==> config.mk <==
export PLATFORM = sky130hd
export DESIGN_NAME = pc_sequencer_flat
export DESIGN_NICKNAME = d
export VERILOG_FILES = /design/src/rtl/pc_sequencer_if.sv /design/src/rtl/pc_sequencer.sv /design/src/flat_wrapper.sv
export SDC_FILE = /design/constraint.sdc
export NUM_CORES = 1
export LEC_CHECK = 0
export CAP_MARGIN = 20
export CORE_MARGIN = 4
export CORE_UTILIZATION = 30
export DETAILED_ROUTE_END_ITERATION = 6
export GPL_ROUTABILITY_DRIVEN = 0
export MAX_ROUTING_LAYER = met4
export PLACE_DENSITY = 0.66
export SYNTH_ARGS = -nofsm -noshare
export SYNTH_HDL_FRONTEND = slang
export SYNTH_SLANG_ARGS = --single-unit
==> constraint.sdc <==
create_clock -name clk -period 6.56 [get_ports clk]
set_input_delay 1.312 -clock clk [delete_from_list [all_inputs] [get_ports clk]]
set_output_delay 1.312 -clock clk [all_outputs]
set_load 0.01 [all_outputs]
==> src/rtl/pc_sequencer_if.sv <==
// pc_sequencer_if: control and status bundle of the PC stage.
//   Requests (core -> sequencer): stall, halt, branch_taken, branch_target,
//     jump, jump_target.
//   Status (sequencer -> core): pc, pc_plus4, pc_valid, redirect, halted,
//     retired, and misalign when PC_ALIGN_CHECK_EN is defined.
//   master: the core-side requester. slave: the pc_sequencer itself.
interface pc_sequencer_if;
  logic        stall;
  logic        halt;
  logic        branch_taken;
  logic [31:0] branch_target;
  logic        jump;
  logic [31:0] jump_target;
  logic [31:0] pc;
  logic [31:0] pc_plus4;
  logic        pc_valid;
  logic        redirect;
  logic        halted;
  logic [31:0] retired;
`ifdef PC_ALIGN_CHECK_EN
  logic        misalign;
`endif

  modport master (
    output stall, halt, branch_taken, branch_target, jump, jump_target,
    input  pc, pc_plus4, pc_valid, redirect, halted, retired
`ifdef PC_ALIGN_CHECK_EN
    , input misalign
`endif
  );

  modport slave (
    input  stall, halt, branch_taken, branch_target, jump, jump_target,
    output pc, pc_plus4, pc_valid, redirect, halted, retired
`ifdef PC_ALIGN_CHECK_EN
    , output misalign
`endif
  );
endinterface

==> src/rtl/pc_sequencer.sv <==
// pc_sequencer: program-counter stage. Holds the architectural PC, picks the
// next fetch address (jump > branch > pc+4), sequences BOOT/RUN/HALT and
// counts retired (PC-advancing) cycles.
// Ports:
//   clk   - rising-edge clock
//   rst_n - asynchronous active-low reset
//   bus   - pc_sequencer_if.slave (requests in, pc/status out)
// Parameters: RESET_PC (PC after reset), TRAP_PC (misaligned-redirect vector).
// Build option: define PC_ALIGN_CHECK_EN to trap misaligned redirect targets
// to TRAP_PC and expose bus.misalign; otherwise target bits [1:0] are cleared.
module pc_sequencer #(
  parameter logic [31:0] RESET_PC = 32'h0000_0000,
  parameter logic [31:0] TRAP_PC  = 32'h0000_0080
) (
  input  logic          clk,
  input  logic          rst_n,
  pc_sequencer_if.slave bus
);

  typedef enum logic [1:0] {BOOT = 2'd0, RUN = 2'd1, HALT = 2'd2} state_t;

  state_t      state_q, state_d;
  logic [31:0] pc_q;
  logic [31:0] retired_q;
  logic        redirect_q;
  logic        pc_valid_c, halted_c;
  logic        redir_sel, advance;
  logic [31:0] tgt;

  // state register
  always_ff @(posedge clk or negedge rst_n) begin
    if (!rst_n) state_q <= BOOT;
    else        state_q <= state_d;
  end

  // next state: HALT is left only through reset
  always_comb begin
    state_d = state_q;
    case (state_q)
      BOOT:    state_d = RUN;
      RUN:     if (bus.halt) state_d = HALT;
      HALT:    state_d = HALT;
      default: state_d = BOOT;
    endcase
  end

  // state-decoded outputs; registered by virtue of coming from state_q
  always_comb begin
    pc_valid_c = 1'b0;
    halted_c   = 1'b0;
    case (state_q)
      RUN:     pc_valid_c = 1'b1;
      HALT:    halted_c   = 1'b1;
      default: ;
    endcase
  end

  // A stalled redirect is dropped, not remembered: the requester re-presents it.
  always_comb begin
    advance   = (state_q == RUN) && !bus.halt && !bus.stall;
    redir_sel = bus.jump | bus.branch_taken;
    tgt       = bus.jump ? bus.jump_target : bus.branch_target;
  end

`ifdef PC_ALIGN_CHECK_EN
  logic misalign_q;

  always_ff @(posedge clk or negedge rst_n) begin
    if (!rst_n) begin
      pc_q       <= RESET_PC;
      retired_q  <= '0;
      redirect_q <= 1'b0;
      misalign_q <= 1'b0;
    end else begin
      redirect_q <= 1'b0;
      misalign_q <= 1'b0;
      if (advance) begin
        if (redir_sel) begin
          redirect_q <= 1'b1;
          // a trapped redirect does not retire
          if (|tgt[1:0]) begin
            pc_q       <= TRAP_PC;
            misalign_q <= 1'b1;
          end else begin
            pc_q      <= tgt;
            retired_q <= retired_q + 32'd1;
          end
        end else begin
          pc_q      <= pc_q + 32'd4;
          retired_q <= retired_q + 32'd1;
        end
      end
    end
  end

  assign bus.misalign = misalign_q;
`else
  // TRAP_PC only matters with the alignment trap compiled in
  logic unused_trap_pc;
  assign unused_trap_pc = ^TRAP_PC;

  always_ff @(posedge clk or negedge rst_n) begin
    if (!rst_n) begin
      pc_q       <= RESET_PC;
      retired_q  <= '0;
      redirect_q <= 1'b0;
    end else begin
      redirect_q <= 1'b0;
      if (advance) begin
        retired_q <= retired_q + 32'd1;
        if (redir_sel) begin
          redirect_q <= 1'b1;
          pc_q       <= {tgt[31:2], 2'b00};
        end else begin
          pc_q <= pc_q + 32'd4;
        end
      end
    end
  end
`endif

  assign bus.pc       = pc_q;
  assign bus.pc_plus4 = pc_q + 32'd4;
  assign bus.pc_valid = pc_valid_c;
  assign bus.halted   = halted_c;
  assign bus.redirect = redirect_q;
  assign bus.retired  = retired_q;

endmodule

==> src/flat_wrapper.sv <==
// flat-port wrapper written by rule: the top's interface ports become plain ports
module pc_sequencer_flat 
#(
  parameter logic [31:0] RESET_PC = 32'h0000_0000,
  parameter logic [31:0] TRAP_PC  = 32'h0000_0080
)
  (clk, rst_n, bus_stall, bus_halt, bus_branch_taken, bus_branch_target, bus_jump, bus_jump_target, bus_pc, bus_pc_plus4, bus_pc_valid, bus_redirect, bus_halted, bus_retired);
  pc_sequencer_if bus_i ();
  input  logic clk;
  input  logic rst_n;
  input wire logic [$bits(bus_i.stall)-1:0] bus_stall;
  input wire logic [$bits(bus_i.halt)-1:0] bus_halt;
  input wire logic [$bits(bus_i.branch_taken)-1:0] bus_branch_taken;
  input wire logic [$bits(bus_i.branch_target)-1:0] bus_branch_target;
  input wire logic [$bits(bus_i.jump)-1:0] bus_jump;
  input wire logic [$bits(bus_i.jump_target)-1:0] bus_jump_target;
  output wire logic [$bits(bus_i.pc)-1:0] bus_pc;
  output wire logic [$bits(bus_i.pc_plus4)-1:0] bus_pc_plus4;
  output wire logic [$bits(bus_i.pc_valid)-1:0] bus_pc_valid;
  output wire logic [$bits(bus_i.redirect)-1:0] bus_redirect;
  output wire logic [$bits(bus_i.halted)-1:0] bus_halted;
  output wire logic [$bits(bus_i.retired)-1:0] bus_retired;
  assign bus_i.stall = bus_stall;
  assign bus_i.halt = bus_halt;
  assign bus_i.branch_taken = bus_branch_taken;
  assign bus_i.branch_target = bus_branch_target;
  assign bus_i.jump = bus_jump;
  assign bus_i.jump_target = bus_jump_target;
  assign bus_pc = bus_i.pc;
  assign bus_pc_plus4 = bus_i.pc_plus4;
  assign bus_pc_valid = bus_i.pc_valid;
  assign bus_redirect = bus_i.redirect;
  assign bus_halted = bus_i.halted;
  assign bus_retired = bus_i.retired;
  pc_sequencer #(.RESET_PC(RESET_PC), .TRAP_PC(TRAP_PC)) u_core (.clk(clk), .rst_n(rst_n), .bus(bus_i));
endmodule
==> flow_summary_export.csv <==
group,metric,value,unit
cts,cts_setup_buffers,0,
die,core-area,13800,um2
placed_design,port-buffer-count,160,
synthesis,synth_most_common_cell,"dfrtp_1",
route,drt-total-wl,14400,um
grt,grt_pass1_vias,4438,
synthesis,ys_seq_area_share,38.5,%
die,initial_utilization,30.5,%
synthesis,async_flop_share,100,%
synthesis,yosys_warnings,0,
worst_setup_path,startpoint_type,"register",
synthesis,synth_xor_area_share,12.0,%
cts,htreeDepth,3,
grt,grt_max_degree,66,
sta,worst_slew_pin_slew,1.05,ns
synthesis,synth-simple-area-share,24.4,%
route,ant_nets,0,
run_status,run_status,"finished, final reports clean",
worst_setup_path,cp_max_fo,11,
synthesis,synth-adder-area-share,1.48,%
sta,finalClockSkew,0.00450,ns
route,wire_per_inst,17.8,um
cts,clkTransAtPathRegs,0.06,ns
grt,grt_antenna_before_repair,0,
synthesis,synth_largest_area_cell,"dfrtp_1",
route,via_count,4312,
die,die_w,127,um
final_layout,drive_gt1_share,6.19,%
die,die_area,16000,um2
final_layout,nNetsFinal,700,
final_layout,final.fill_count,1301,
worst_setup_path,regToRegSetupSlack,3.89,ns
sta,drv_slew,0,
flow_run,cap_violations,0,
placed_design,dp_slack,2.20,ns
synthesis,synth_top_family_by_area,"simple AND/OR/NAND/NOR gates",
synthesis,syn_area_per_cell,8.91,um2
route,drc,0,
sta,fin_crit,4.68,ns
sta,setup_viol,0,
grt,grt_use_total,18.1,%
pwr,comb_power_share,44.0,%
sta,hold_slack,0.468,ns
cts,clockRootBuffer,"clkbuf_16",
min_path,hold_end,"u_core.bus.retired[31]$_DFFE_PN0P_",
pwr,power.share.sequential,31.9,%
synthesis,synth-edff-count,0,
cts,cts_buffer_depth,2,
grt,grt_pass1_wl,23000,um
synthesis,synth_cell_type_count,56,
synthesis,synth_common_cells,"dfrtp_1 (65), nand2_1 (42), xnor2_1 (42)",
route,drt_first_pass_iters,5,
worst_setup_path,cp.arrival,3.37,ns
sta,setup_slack,1.88,ns
pwr,p_clk_share,24.1,%
synthesis,synthTopCellsByArea,"dfrtp_1 (39%), xnor2_1 (8.7%), nand2_1 (3.7%), nand4_1 (3.7%), xor2_1 (3.3%)",
pwr,cellLeakagePower,2.46,nW
die,fp.dieH,127,um
route,drt_iter0_drc,336,
synthesis,ys.flop_type,"dfrtp_1",
synthesis,synth_top_area_share,38.5,%
sta,hold_viol,0,
die,io_pins,169,
cts,cts_made_buffers,9,
synthesis,synth.cell_area,4220,um2
cts,cts_tree,"done",
pwr,p_sw_share,37.1,%
sta,rsz0062_at_grt,"false",
cts,clock_sinks,65,
min_path,hp-class,"reg -> reg",
cts,ctsHoldBuffers,0,
sta,relSlewSlack,29.3,%
pwr,p_total,2.15,mW
sta,timing.fmax,214,MHz
cts,cts_resized,0,
grt,grt.overflow.total,0,
worst_setup_path,r2r_cells,4,
synthesis,syn_inst,474,
worst_setup_path,required,5.25,ns
pwr,power.density,342,nW/um2
final_layout,antenna_cells,0,
pwr,ir_drop,145,uV
synthesis,ys_ff_latch,65,
final_layout,area_growth,49.2,%
worst_setup_path,critPathKind,"reg -> out",
synthesis,synthMuxAreaShare,0.948,%
placed_design,place_hpwl,10400,um
route,vias_per_cell,5.32,
worst_setup_path,r2r-start,"u_core.bus.pc[4]$_DFFE_PN0P_",
min_path,min_from,"u_core.bus.retired[31]$_DFFE_PN0P_",
cts,worst_skew_pair.late_latency,0.33,ns
min_path,worstHoldPathCells,1,
die,num_rows,43,
synthesis,synth_compound_area_share,17.9,%
worst_setup_path,end_kind,"output pin",
worst_setup_path,r2r_end,"u_core.bus.pc[17]$_DFFE_PN0P_",
sta,setup_tns,0,ns
pwr,intPower,1.35,mW
pwr,p_sw,799,uW
sta,period_share,71.3,%
## routing by layer
layer  vias up  part of all wire [%]  global-route usage, %
li1       2057                     -                      -
met5         -                     0                      -
met4         0                   1.8                   4.98
met3        19                   5.8                   4.25
met1      2082                    44                   22.8
met2       154                    49                   29.4
## kinds of logic after synthesis
| kind of cell | count (synthesis) |
|---|---|
| mux | 4 |
| flops | 65 |
| fa+ha+maj | 5 |
| xor+xnor | 58 |
| simple gates | 190 |
| compound gates | 107 |
| other cells | 1 |
| buf+inv | 44 |
## sequential cells by signal, summed over array words and instances (netlist names)
signal	count
u_core.bus.retired	32
u_core.bus.pc	30
u_core.bus.redirect	1
u_core.state_q	2
## cell type report
| cell class | instances | area (um2) | share of cell area [%] |
|---|---|---|---|
| clock buffers | 10 | 229 | 3.63 |
| clock inverters | 6 | 92.6 | 1.47 |
| inverters | 12 | 45.0 | 0.715 |
| multi-input cells | 368 | 2420 | 38.4 |
| flip-flops and latches | 65 | 1630 | 25.8 |
| well taps | 180 | 225 | 3.57 |
| repair buffers | 169 | 1660 | 26.4 |
## cell usage in the layout (no fill, tap or decap), types with 4 or more instances in the layout
| cell type | synthesis | final |
|---|---|---|
| nand4_1 | 25 | 25 |
| nand3_1 | 23 | 23 |
| and2_1 | 5 | 5 |
| nand2_1 | 42 | 42 |
| clkdlybuf4s50_1 | 0 | 159 |
| and3_1 | 9 | 9 |
| o211ai_1 | 7 | 7 |
| xnor2_1 | 42 | 42 |
| a222oi_1 | 7 | 7 |
| nor4_1 | 8 | 8 |
| dfrtp_1 | 65 | 65 |
| and4_1 | 7 | 7 |
| o21ai_0 | 27 | 27 |
| a21oi_1 | 15 | 15 |
| a22o_1 | 6 | 6 |
| or3_1 | 4 | 4 |
| ha_1 | 5 | 5 |
| clkbuf_16 | 0 | 9 |
| a22oi_1 | 11 | 11 |
| conb_1 | 1 | 4 |
| nor2_1 | 27 | 27 |
| a211o_1 | 5 | 5 |
| mux2i_1 | 4 | 4 |
| buf_4 | 6 | 9 |
| nor3_1 | 19 | 19 |
| o2bb2ai_1 | 7 | 7 |
| inv_1 | 12 | 12 |
| xor2_1 | 16 | 16 |
## critical path, cell delays in order (launching register included)
cell and delay [ns]:
dfrtp_1 0.53, nand4_1 0.48, nor4_2 0.95, and3_1 0.33
xor2_1 0.15, clkdlybuf4s50_1 0.59
## metrics by stage
| stage | std cells | area, um2 | util, % |
|---|---|---|---|
| finish | 810 | 6300 | 45.6 |
| global route | 810 | 6300 | 45.6 |
| CTS | 810 | 6300 | 45.6 |
| detailed placement | 794 | 5980 | 43.3 |
| global placement | 794 | 5980 | 43.3 |
| floorplan | 477 | 4240 | - |
## worst max-delay path by stage
stage | from | cells after the start | end | slack, ns
after floorplan | u_core.bus.pc[4]$_DFFE_PN0P_ | 6 | bus_pc_plus4[30] | 3.27
after global placement | u_core.bus.pc[4]$_DFFE_PN0P_ | 5 | bus_pc_plus4[27] | 2.19
after detailed placement | u_core.bus.pc[4]$_DFFE_PN0P_ | 5 | bus_pc_plus4[27] | 2.20
after CTS | u_core.bus.pc[4]$_DFFE_PN0P_ | 5 | bus_pc_plus4[27] | 1.81
after global routing | u_core.bus.pc[4]$_DFFE_PN0P_ | 5 | bus_pc_plus4[27] | 1.61
final | u_core.bus.pc[4]$_DFFE_PN0P_ | 5 | bus_pc_plus4[27] | 1.88
## power by group through the flow
stage          Sequential [mW]  Clock (mW)  Combinational (mW)
2_1_floorplan            0.670           0               0.430
3_3_place_gp             0.680           0               0.937
3_5_place_dp             0.691           0               0.953
4_1_cts                  0.684       0.534               0.960
5_1_grt                  0.709       0.550                1.03
6_report                 0.687       0.519               0.948
No activity file was read; power rests on OpenSTA's default activity.
